===== src/rtl/recirc_return_mux_pkg.sv =====
// ---------------------------------------------------------------------------
// recirc_return_mux_pkg : shared defaults and FSM encoding for the return mux
// Revision: 1.0
// ---------------------------------------------------------------------------
`default_nettype none

package recirc_return_mux_pkg;

  localparam int DATA_W_DFLT     = 8;
  localparam int FIFO_DEPTH_DFLT = 4;
  localparam int IDLE_HOLD_DFLT  = 4;
  localparam int NUM_LANES       = 4;

  typedef enum logic {
    ST_IDLE   = 1'b0,
    ST_ACTIVE = 1'b1
  } link_state_e;

endpackage

`default_nettype wire


===== src/rtl/recirc_return_mux_fifo.sv =====
// ---------------------------------------------------------------------------
// recirc_fifo : per-lane synchronous FIFO holding recirculated bytes
// Revision: 1.0
// ---------------------------------------------------------------------------
`default_nettype none

module recirc_fifo #(
  parameter int DATA_W = 8,
  parameter int DEPTH  = 4
) (
  input  logic              clk,
  input  logic              rst_n,
  input  logic              push,
  input  logic              pop,
  input  logic [DATA_W-1:0] din,
  output logic [DATA_W-1:0] dout,
  output logic              empty,
  output logic              full
);

  localparam int AW = $clog2(DEPTH);
  localparam logic [AW:0] PTR_ONE = (AW+1)'(1);

  logic [AW:0]       wr_ptr_q, wr_ptr_d;
  logic [AW:0]       rd_ptr_q, rd_ptr_d;
  logic [DATA_W-1:0] mem [DEPTH];
  logic              wr_en, rd_en;

  // A push into a full FIFO is legal only when the head leaves in the same cycle
  assign wr_en = push && (!full || pop);
  assign rd_en = pop && !empty;

  assign empty = (wr_ptr_q == rd_ptr_q);
  assign full  = (wr_ptr_q[AW] != rd_ptr_q[AW]) &&
                 (wr_ptr_q[AW-1:0] == rd_ptr_q[AW-1:0]);
  assign dout  = mem[rd_ptr_q[AW-1:0]];

  always_comb begin
    wr_ptr_d = wr_ptr_q;
    rd_ptr_d = rd_ptr_q;
    if (wr_en) wr_ptr_d = wr_ptr_q + PTR_ONE;
    if (rd_en) rd_ptr_d = rd_ptr_q + PTR_ONE;
  end

  always_ff @(posedge clk or negedge rst_n) begin
    if (!rst_n) begin
      wr_ptr_q <= '0;
      rd_ptr_q <= '0;
    end else begin
      wr_ptr_q <= wr_ptr_d;
      rd_ptr_q <= rd_ptr_d;
    end
  end

  always_ff @(posedge clk) begin
    if (wr_en) mem[wr_ptr_q[AW-1:0]] <= din;
  end

endmodule

`default_nettype wire


===== src/rtl/recirc_return_mux.sv =====
// ---------------------------------------------------------------------------
// recirc_return_mux : merges fresh and recirculated lane bytes, drives idle_out
// Revision: 1.0
// ---------------------------------------------------------------------------
`default_nettype none

module recirc_return_mux
  import recirc_return_mux_pkg::*;
#(
  parameter int DATA_W     = DATA_W_DFLT,
  parameter int FIFO_DEPTH = FIFO_DEPTH_DFLT,
  parameter int IDLE_HOLD  = IDLE_HOLD_DFLT
) (
  input  logic              clk_f,
  input  logic              reset,
  input  logic [DATA_W-1:0] data_0p,  data_1p,  data_2p,  data_3p,
  input  logic              valid_0p, valid_1p, valid_2p, valid_3p,
  input  logic [DATA_W-1:0] data_0rp,  data_1rp,  data_2rp,  data_3rp,
  input  logic              valid_0rp, valid_1rp, valid_2rp, valid_3rp,
  output logic [DATA_W-1:0] data_0,  data_1,  data_2,  data_3,
  output logic              valid_0, valid_1, valid_2, valid_3,
  output logic              idle_out,
  output logic              ovf_0, ovf_1, ovf_2, ovf_3
);

  localparam int CW = $clog2(IDLE_HOLD) + 1;
  localparam logic [CW-1:0] HOLD_LAST = CW'(IDLE_HOLD - 1);
  localparam logic [CW-1:0] CNT_ONE   = CW'(1);

  logic [DATA_W-1:0]    fresh_data [NUM_LANES];
  logic [DATA_W-1:0]    rc_data    [NUM_LANES];
  logic [DATA_W-1:0]    head       [NUM_LANES];
  logic [DATA_W-1:0]    data_q     [NUM_LANES];
  logic [DATA_W-1:0]    data_d     [NUM_LANES];
  logic [NUM_LANES-1:0] fresh_v, rc_v, empty, full, push, pop;
  logic [NUM_LANES-1:0] valid_q, valid_d, ovf_q, ovf_d;
  link_state_e          state_q, state_d;
  logic [CW-1:0]        sil_cnt_q, sil_cnt_d;

  assign fresh_data = '{data_0p, data_1p, data_2p, data_3p};
  assign rc_data    = '{data_0rp, data_1rp, data_2rp, data_3rp};
  assign fresh_v    = {valid_3p, valid_2p, valid_1p, valid_0p};
  assign rc_v       = {valid_3rp, valid_2rp, valid_1rp, valid_0rp};

  generate
    for (genvar l = 0; l < NUM_LANES; l++) begin : g_lane
      recirc_fifo #(
        .DATA_W (DATA_W),
        .DEPTH  (FIFO_DEPTH)
      ) u_fifo (
        .clk   (clk_f),
        .rst_n (reset),
        .push  (push[l]),
        .pop   (pop[l]),
        .din   (rc_data[l]),
        .dout  (head[l]),
        .empty (empty[l]),
        .full  (full[l])
      );
    end
  endgenerate

  // Priority per lane: fresh byte, then buffered head, then recirculated bypass
  always_comb begin
    for (int l = 0; l < NUM_LANES; l++) begin
      logic bypass, push_req;
      pop[l]     = !fresh_v[l] && !empty[l];
      bypass     = !fresh_v[l] && empty[l] && rc_v[l];
      push_req   = rc_v[l] && !bypass;
      push[l]    = push_req && (!full[l] || pop[l]);
      ovf_d[l]   = ovf_q[l] | (push_req && full[l] && !pop[l]);
      valid_d[l] = fresh_v[l] || !empty[l] || rc_v[l];
      if (fresh_v[l])      data_d[l] = fresh_data[l];
      else if (!empty[l])  data_d[l] = head[l];
      else if (rc_v[l])    data_d[l] = rc_data[l];
      else                 data_d[l] = data_q[l];
    end
  end

  always_ff @(posedge clk_f or negedge reset) begin
    if (!reset) begin
      for (int l = 0; l < NUM_LANES; l++) data_q[l] <= '0;
      valid_q   <= '0;
      ovf_q     <= '0;
      state_q   <= ST_IDLE;
      sil_cnt_q <= '0;
    end else begin
      for (int l = 0; l < NUM_LANES; l++) data_q[l] <= data_d[l];
      valid_q   <= valid_d;
      ovf_q     <= ovf_d;
      state_q   <= state_d;
      sil_cnt_q <= sil_cnt_d;
    end
  end

  // Silence is judged on the valids being registered this edge
  always_comb begin
    state_d   = state_q;
    sil_cnt_d = sil_cnt_q;
    case (state_q)
      ST_IDLE: begin
        if (|valid_d) begin
          state_d   = ST_ACTIVE;
          sil_cnt_d = '0;
        end
      end
      ST_ACTIVE: begin
        if (|valid_d) begin
          sil_cnt_d = '0;
        end else if (sil_cnt_q == HOLD_LAST && &empty) begin
          state_d   = ST_IDLE;
          sil_cnt_d = '0;
        end else if (sil_cnt_q != HOLD_LAST) begin
          sil_cnt_d = sil_cnt_q + CNT_ONE;
        end
      end
      default: begin
        state_d   = ST_IDLE;
        sil_cnt_d = '0;
      end
    endcase
  end

  always_comb begin
    idle_out = (state_q == ST_IDLE);
  end

  assign data_0  = data_q[0];
  assign data_1  = data_q[1];
  assign data_2  = data_q[2];
  assign data_3  = data_q[3];
  assign valid_0 = valid_q[0];
  assign valid_1 = valid_q[1];
  assign valid_2 = valid_q[2];
  assign valid_3 = valid_q[3];
  assign ovf_0   = ovf_q[0];
  assign ovf_1   = ovf_q[1];
  assign ovf_2   = ovf_q[2];
  assign ovf_3   = ovf_q[3];

endmodule

`default_nettype wire


===== config.mk =====
export PLATFORM = sky130hd
export DESIGN_NAME = recirc_return_mux
export DESIGN_NICKNAME = d
export VERILOG_FILES = /design/src/rtl/recirc_return_mux_pkg.sv /design/src/rtl/recirc_return_mux_fifo.sv /design/src/rtl/recirc_return_mux.sv
export SDC_FILE = /design/constraint.sdc
export NUM_CORES = 1
export LEC_CHECK = 0
export CAP_MARGIN = 10
export CORE_UTILIZATION = 55
export DETAILED_ROUTE_END_ITERATION = 16
export MAX_ROUTING_LAYER = met4
export PLACE_DENSITY = 0.89
export SETUP_SLACK_MARGIN = 0.15
export SYNTH_ARGS = -nofsm -noshare
export SYNTH_HDL_FRONTEND = slang
export SYNTH_HIERARCHICAL = 1
export SYNTH_SLANG_ARGS = --single-unit

===== constraint.sdc =====
create_clock -name clk_f -period 4.3 [get_ports clk_f]
set_input_delay 0.86 -clock clk_f [delete_from_list [all_inputs] [get_ports clk_f]]
set_output_delay 0.86 -clock clk_f [all_outputs]
set_load 0.02 [all_outputs]

==> qor.txt, run 1 <==
Multi-input gate area - 2740 um^2
Count of clock tree sinks - 196
Req. time, crit path - 4.39 ns
Avg Vias per Cell - 6.173
Post-route setup TNS - 0 ns
Post-DP HPWL - 12,310 um
HP Class - flop to flop
Vias in the first global route - 5,485
Flop2flop setup slack - 1.08 ns
Cells after synthesis - 559
Sequential area share after synthesis - 65.21%
Via count - 5,364
CTS tree - built
Chip width - 126.3 um
Gpl congestion - 0.8329
Final layout net count - 763
Netlist cell types - 50
Top post-synthesis cells by area - edfxtp_1 (45%), dfrtp_1 (20%), mux4_2 (8.5%)
Overflow after GRT - 0
Maximum clock path buffer count - 2
Crit path launch type - flop
Register area - 5545 um^2
Wire per inst - 20.59 um
Max Fanout on Critical Path - 13
Die Height - 126.3 um
Synth area leader - edfxtp_1
CTS root buffer - clkbuf_16
ANT nets after route - 0
Drt initial violations - 392
Slew headroom - 28.83%
Starting Density - 56.14%
Total track usage - 24.32%
Fin area - 10,360 um^2
Drt pass-1 iters - 5
Area of the die - 15,960 um^2
Final Hold Fails - 0
CP endpoint kind - flop
Total CTS buffers - 17
P_leak - 3.712 nW
Max IR drop VDD - 0.0003934 V
Syn avg cell area - 15.21 um^2
Max-slew violations - 0
Critical path arrival - 3.30 ns
Row Count - 45
Async SR Flop Fraction - 34.69%
Initial antenna violation count - 0
Register bit count reported by yosys - 196
Number of synthesized flops with an enable pin - 128
Final worst-path cycle share - 74.81%
Cell area after synthesis - 8503 um^2
Worst slew pin tran - 1.068 ns
Std-Cell Core Area - 15,150 um^2
Placed Area - 9773 um^2
H-Tree Depth - 4
Top post-synthesis cells by count - edfxtp_1 (128), dfrtp_1 (68), o22ai_1 (58)
Syn Nets - 654
Top-area cell type share of the netlist area - 45.20%
Achievable Freq - 310.8 MHz
Post-cts sizing count - 0
Drt total wl - 17,900 um
Number of port buffers - 114
Post-CTS Setup Repair Bufs - 0
Clock Pin Slew Worst Setup and Hold Paths - 0.07 ns
Setup violators final - 0
Synth Warn # - 6
Pin count of the biggest net entering global routing - 44
Tot Pwr - 7.708 mW
Area Growth Syn to Fin - 21.89%
Outcome - finished, final reports clean
Top Ports - 115
Post-route minimum period - 3.217 ns
Final Skew - 0.01018 ns
Most common cell in the netlist - edfxtp_1
Post-CTS Hold Buffers - 0
# DRC - 0
Worst setup path class - flop to flop
Layout cell share with drive strength beyond 1 - 12.48%
Fill count - 937
Max_cap viols - 0
Clock Latency Late Sink - 0.44 ns
PwrDens - 743.6 nW/um^2
First-pass GRT wire length - 28,330 um
Top FF cell, synth - edfxtp_1
RSZ-0062 raised after global routing - no
N_diodes - 0
[final timing paths]
| kind | to | startpoint | depth (start not counted) |
|---|---|---|---|
| max | g_lane[3].u_fifo/mem[0][3] | g_lane[3].u_fifo/rd_ptr_q[1] | 6 |
| min | ovf_q[1] | ovf_q[1] | 1 |
| max reg2reg | g_lane[3].u_fifo/mem[0][3] | g_lane[3].u_fifo/rd_ptr_q[1] | 6 |
| min reg2reg | ovf_q[1] | ovf_q[1] | 1 |
| max in group asynchronous | g_lane[0].u_fifo/wr_ptr_q[2] | reset | 2 |
| min in group asynchronous | g_lane[1].u_fifo/rd_ptr_q[1] | reset | 1 |
[report_power, final]
group,switching (mW),total (mW),internal [mW]
logic,1.66,3.03,1.37
clock network,0.676,1.59,0.910
registers,0.451,3.09,2.64
[layout make-up]
cell class              count  area share (%)
multi-input cells         314           26.44
inverters                  19          0.6881
repair buffers            120           11.40
flip-flops and latches    196           53.50
well taps                 188           2.269
clock inverters            14           1.569
clock buffers              18           4.141
[placed cells by master, fill, tap and decap left out, drive strengths merged, types with 10 or more instances in the layout]
| master | instances |
|---|---|
| a21oi | 34 |
| clkdlybuf4s50 | 113 |
| nor2 | 10 |
| and3 | 13 |
| o22ai | 58 |
| clkinv | 11 |
| clkbuf | 18 |
| mux4 | 32 |
| edfxtp | 128 |
| ha | 21 |
| inv | 18 |
| nand2 | 20 |
| xor2 | 12 |
| dfrtp | 68 |
[metrics by stage]
step / hold slack [ns] / utilization [%] / cells / setup WS, ns
after CTS: 0.4770 / 68.43 / 869 / 1.112
after global routing: 0.4926 / 68.43 / 869 / 0.8540
after detailed placement: 0.4614 / 64.53 / 837 / 1.016
after floorplan: 0.4909 / - / 559 / 1.377
after global placement: 0.4539 / 64.53 / 837 / 1.121
final: 0.4735 / 68.43 / 869 / 1.083
[sequential cells by signal, indices dropped and copies added (netlist names)]
| register | cells |
|---|---|
| g_lane.u_fifo/mem | 128 |
| g_lane.u_fifo/rd_ptr_q | 12 |
| g_lane.u_fifo/wr_ptr_q | 12 |
| data_0 | 8 |
| data_1 | 8 |
| data_2 | 8 |
| data_3 | 8 |
| ovf_q | 4 |
| valid_q | 4 |
| sil_cnt_q | 3 |
| state_q | 1 |
[worst max-delay path: stages (launching register included)]
cell and delay (ns):
dfrtp_1 0.66, xor2_1 0.70, nor3_1 0.11, buf_4 0.22, nor2_1 0.50, or4_1 0.24
and3_1 0.43
[cells by family after synthesis]
group,synth area share (%)
xor gates and xnor gates,2.163
DFF,65.21
and+or+nand+nor,5.842
AOI/OAI and AO/OA,11.05
buffers and inverters,2.619
adders and majority gates,3.090
muxes,10.02
[metal layers]
metal / track usage [%] / routed length [um] / vias up
met1: 29.95 / 7435 / 2688
met4: 9.851 / 299 / 0
met2: 40.04 / 9235 / 215
met5: - / 0 / -
li1: - / - / 2431
met3: 4.555 / 926 / 30
No activity file was read; power rests on OpenSTA's default activity.
==> run 2: changes to the inputs <==
--- a/config.mk
+++ b/config.mk
@@ -6,10 +6,10 @@
 export NUM_CORES = 1
 export LEC_CHECK = 0
 export CAP_MARGIN = 10
-export CORE_UTILIZATION = 55
+export CORE_UTILIZATION = 50
 export DETAILED_ROUTE_END_ITERATION = 16
 export MAX_ROUTING_LAYER = met4
-export PLACE_DENSITY = 0.89
+export PLACE_DENSITY = 0.86
 export SETUP_SLACK_MARGIN = 0.15
 export SYNTH_ARGS = -nofsm -noshare
 export SYNTH_HDL_FRONTEND = slang
==> constraint.sdc (replaced) <==
create_clock -name clk_f -period 2.8 [get_ports clk_f]
set_input_delay 0.56 -clock clk_f [delete_from_list [all_inputs] [get_ports clk_f]]
set_output_delay 0.56 -clock clk_f [all_outputs]
set_load 0.02 [all_outputs]
==> qor.txt, run 2 (synthesized netlist as in run 1, its figures left out) <==
Req. time, crit path - 2.90 ns
Wire per inst - 19.74 um
Via count - 5,494
Cell-internal power - 7.729 mW
P_leak - 3.860 nW
Area Growth Syn to Fin - 25.68%
Overflow after GRT - 0
Gpl congestion - 0.8791
Final Skew - 0.009645 ns
CP max-delay cell - dfrtp_1
Vias in the first global route - 5,661
Pin count of the biggest net entering global routing - 40
Worst path depth - 8
Avg Vias per Cell - 5.895
Clock Latency Late Sink - 0.43 ns
Post-CTS Hold Buffers - 0
Clock Pin Slew Worst Setup and Hold Paths - 0.07 ns
Final worst-path cycle share - 88.08%
Critical path arrival - 2.57 ns
Worst setup path class - flop to flop
Final layout net count - 794
Worst slew pin tran - 0.9578 ns
Worst hold slack - 0.2838 ns
Post-cts sizing count - 0
Combinational share of power - 44.1%
Total track usage - 22.73%
Buf/Inv on CP - 2
Total CTS buffers - 17
Area of the die - 17,530 um^2
Critical path's largest stage delay - 0.45 ns
Fill count - 1,114
Most frequent cells in the layout - edfxtp_1 (128), clkdlybuf4s50_1 (113), dfrtp_1 (68)
Final WS setup - 0.3339 ns
Max-slew violations - 0
Achievable Freq - 405.5 MHz
Most used cell, CP - and2_1
Layout cell share with drive strength beyond 1 - 18.26%
Row Count - 47
HP Class - primary input to async pin
Worst path top cell family by delay - simple AND/OR/NAND/NOR gates
CP endpoint kind - flop
Count of clock tree sinks - 196
Chip width - 132.4 um
Crit path launch type - flop
Max Fanout on Critical Path - 8
CTS tree - built
RSZ-0062 raised after global routing - no
Dpl ws - 0.3001 ns
Flop2flop setup slack - 0.33 ns
Drt pass-1 iters - 5
# DRC - 0
Drt total wl - 18,400 um
Sequential Power Share - 36.7%
CP startpoint - g_lane[3].u_fifo/wr_ptr_q[0]
R2r startpoint - g_lane[3].u_fifo/wr_ptr_q[0]
Final Hold Fails - 0
H-Tree Depth - 4
Crit path to - g_lane[3].u_fifo/mem[3][4]
CP cell instances - xor2_1 > buf_4 > nor3_1 > mux2i_1 > and2_1 > and2_1 > o41ai_2 > inv_1
Starting Density - 51.28%
Outcome - finished, final reports clean
Die Height - 132.4 um
Finished Core Util - 64.44%
Drt initial violations - 485
Initial antenna violation count - 0
Number of port buffers - 114
R2r endpoint - g_lane[3].u_fifo/mem[3][4]
R2R cell count - 8
Slew headroom - 36.15%
Post-CTS Setup Repair Bufs - 0
Post-route minimum period - 2.466 ns
Std-Cell Core Area - 16,580 um^2
Switch share - 37.31%
Setup violators final - 0
Top Ports - 115
Net Switching - 4.600 mW
ANT nets after route - 0
First-pass GRT wire length - 29,560 um
Maximum clock path buffer count - 2
Max FFs per register - 128
Clk pwr share - 19.2%
Max_cap viols - 0
N_diodes - 0
Max IR drop VDD - 0.0005031 V
CTS root buffer - clkbuf_16
Post-route setup TNS - 0 ns
Post-DP HPWL - 12,790 um
PwrDens - 1154 nW/um^2
Most common cell after layout, fill and taps aside - edfxtp_1
-- run 2: cell count changes in the layout (fill, tap and decap cells not counted), moves of 3 or more --
cell       delta
and3_4        +4
buf_4        +30
clkinv_8      +3
bufinv_16     -3
inv_8         +3
clkinv_1      -3
and3_1        -6
-- run 2: stage by stage --
stage               power, mW  area [um^2]  cells
floorplan               7.970         8562    559
CTS                     12.38        10690    932
global placement        9.664        10100    900
finish                  12.33        10690    932
global route            12.98        10690    932
detailed placement      9.949        10100    900
-- run 2: worst min-delay path by stage --
stage,endpoint,depth (start not counted),from,slack [ns]
final,data_1[0],1,reset,0.28
after global routing,data_1[5],1,reset,0.36
after CTS,data_1[3],1,reset,0.31
after detailed placement,ovf_q[2],1,ovf_q[2],0.46
after global placement,ovf_q[2],1,ovf_q[2],0.45
after floorplan,data_0[0],0,reset,0.26
-- run 2: routing by layer --
layer / vias up / part of all wire, % / GRT usage [%]
met4: 0 / 1.6 / 7.216
met1: 2784 / 41 / 28.09
li1: 2498 / - / -
met2: 188 / 52 / 37.57
met5: - / 0 / -
met3: 24 / 5.5 / 4.866
-- run 2: area by class of cell --
cell class / instances / area, um^2 / area share (%)
Clock inverter: 14 / 147.6 / 1.382
Multi-Input combinational cell: 314 / 2781 / 26.03
Timing Repair Buffer: 151 / 1426 / 13.35
Inverter: 19 / 71.32 / 0.6674
Clock buffer: 18 / 439.2 / 4.110
Tap cell: 220 / 275.3 / 2.576
Sequential cell: 196 / 5545 / 51.89
-- run 2: power groups by stage --
stage / clock, mW / combinational, mW / sequential, mW
2_1_floorplan: 0 / 3.16 / 4.81
5_1_grt: 2.53 / 5.85 / 4.61
4_1_cts: 2.41 / 5.44 / 4.52
3_5_place_dp: 0 / 5.37 / 4.57
3_3_place_gp: 0 / 5.16 / 4.50
6_report: 2.37 / 5.44 / 4.52
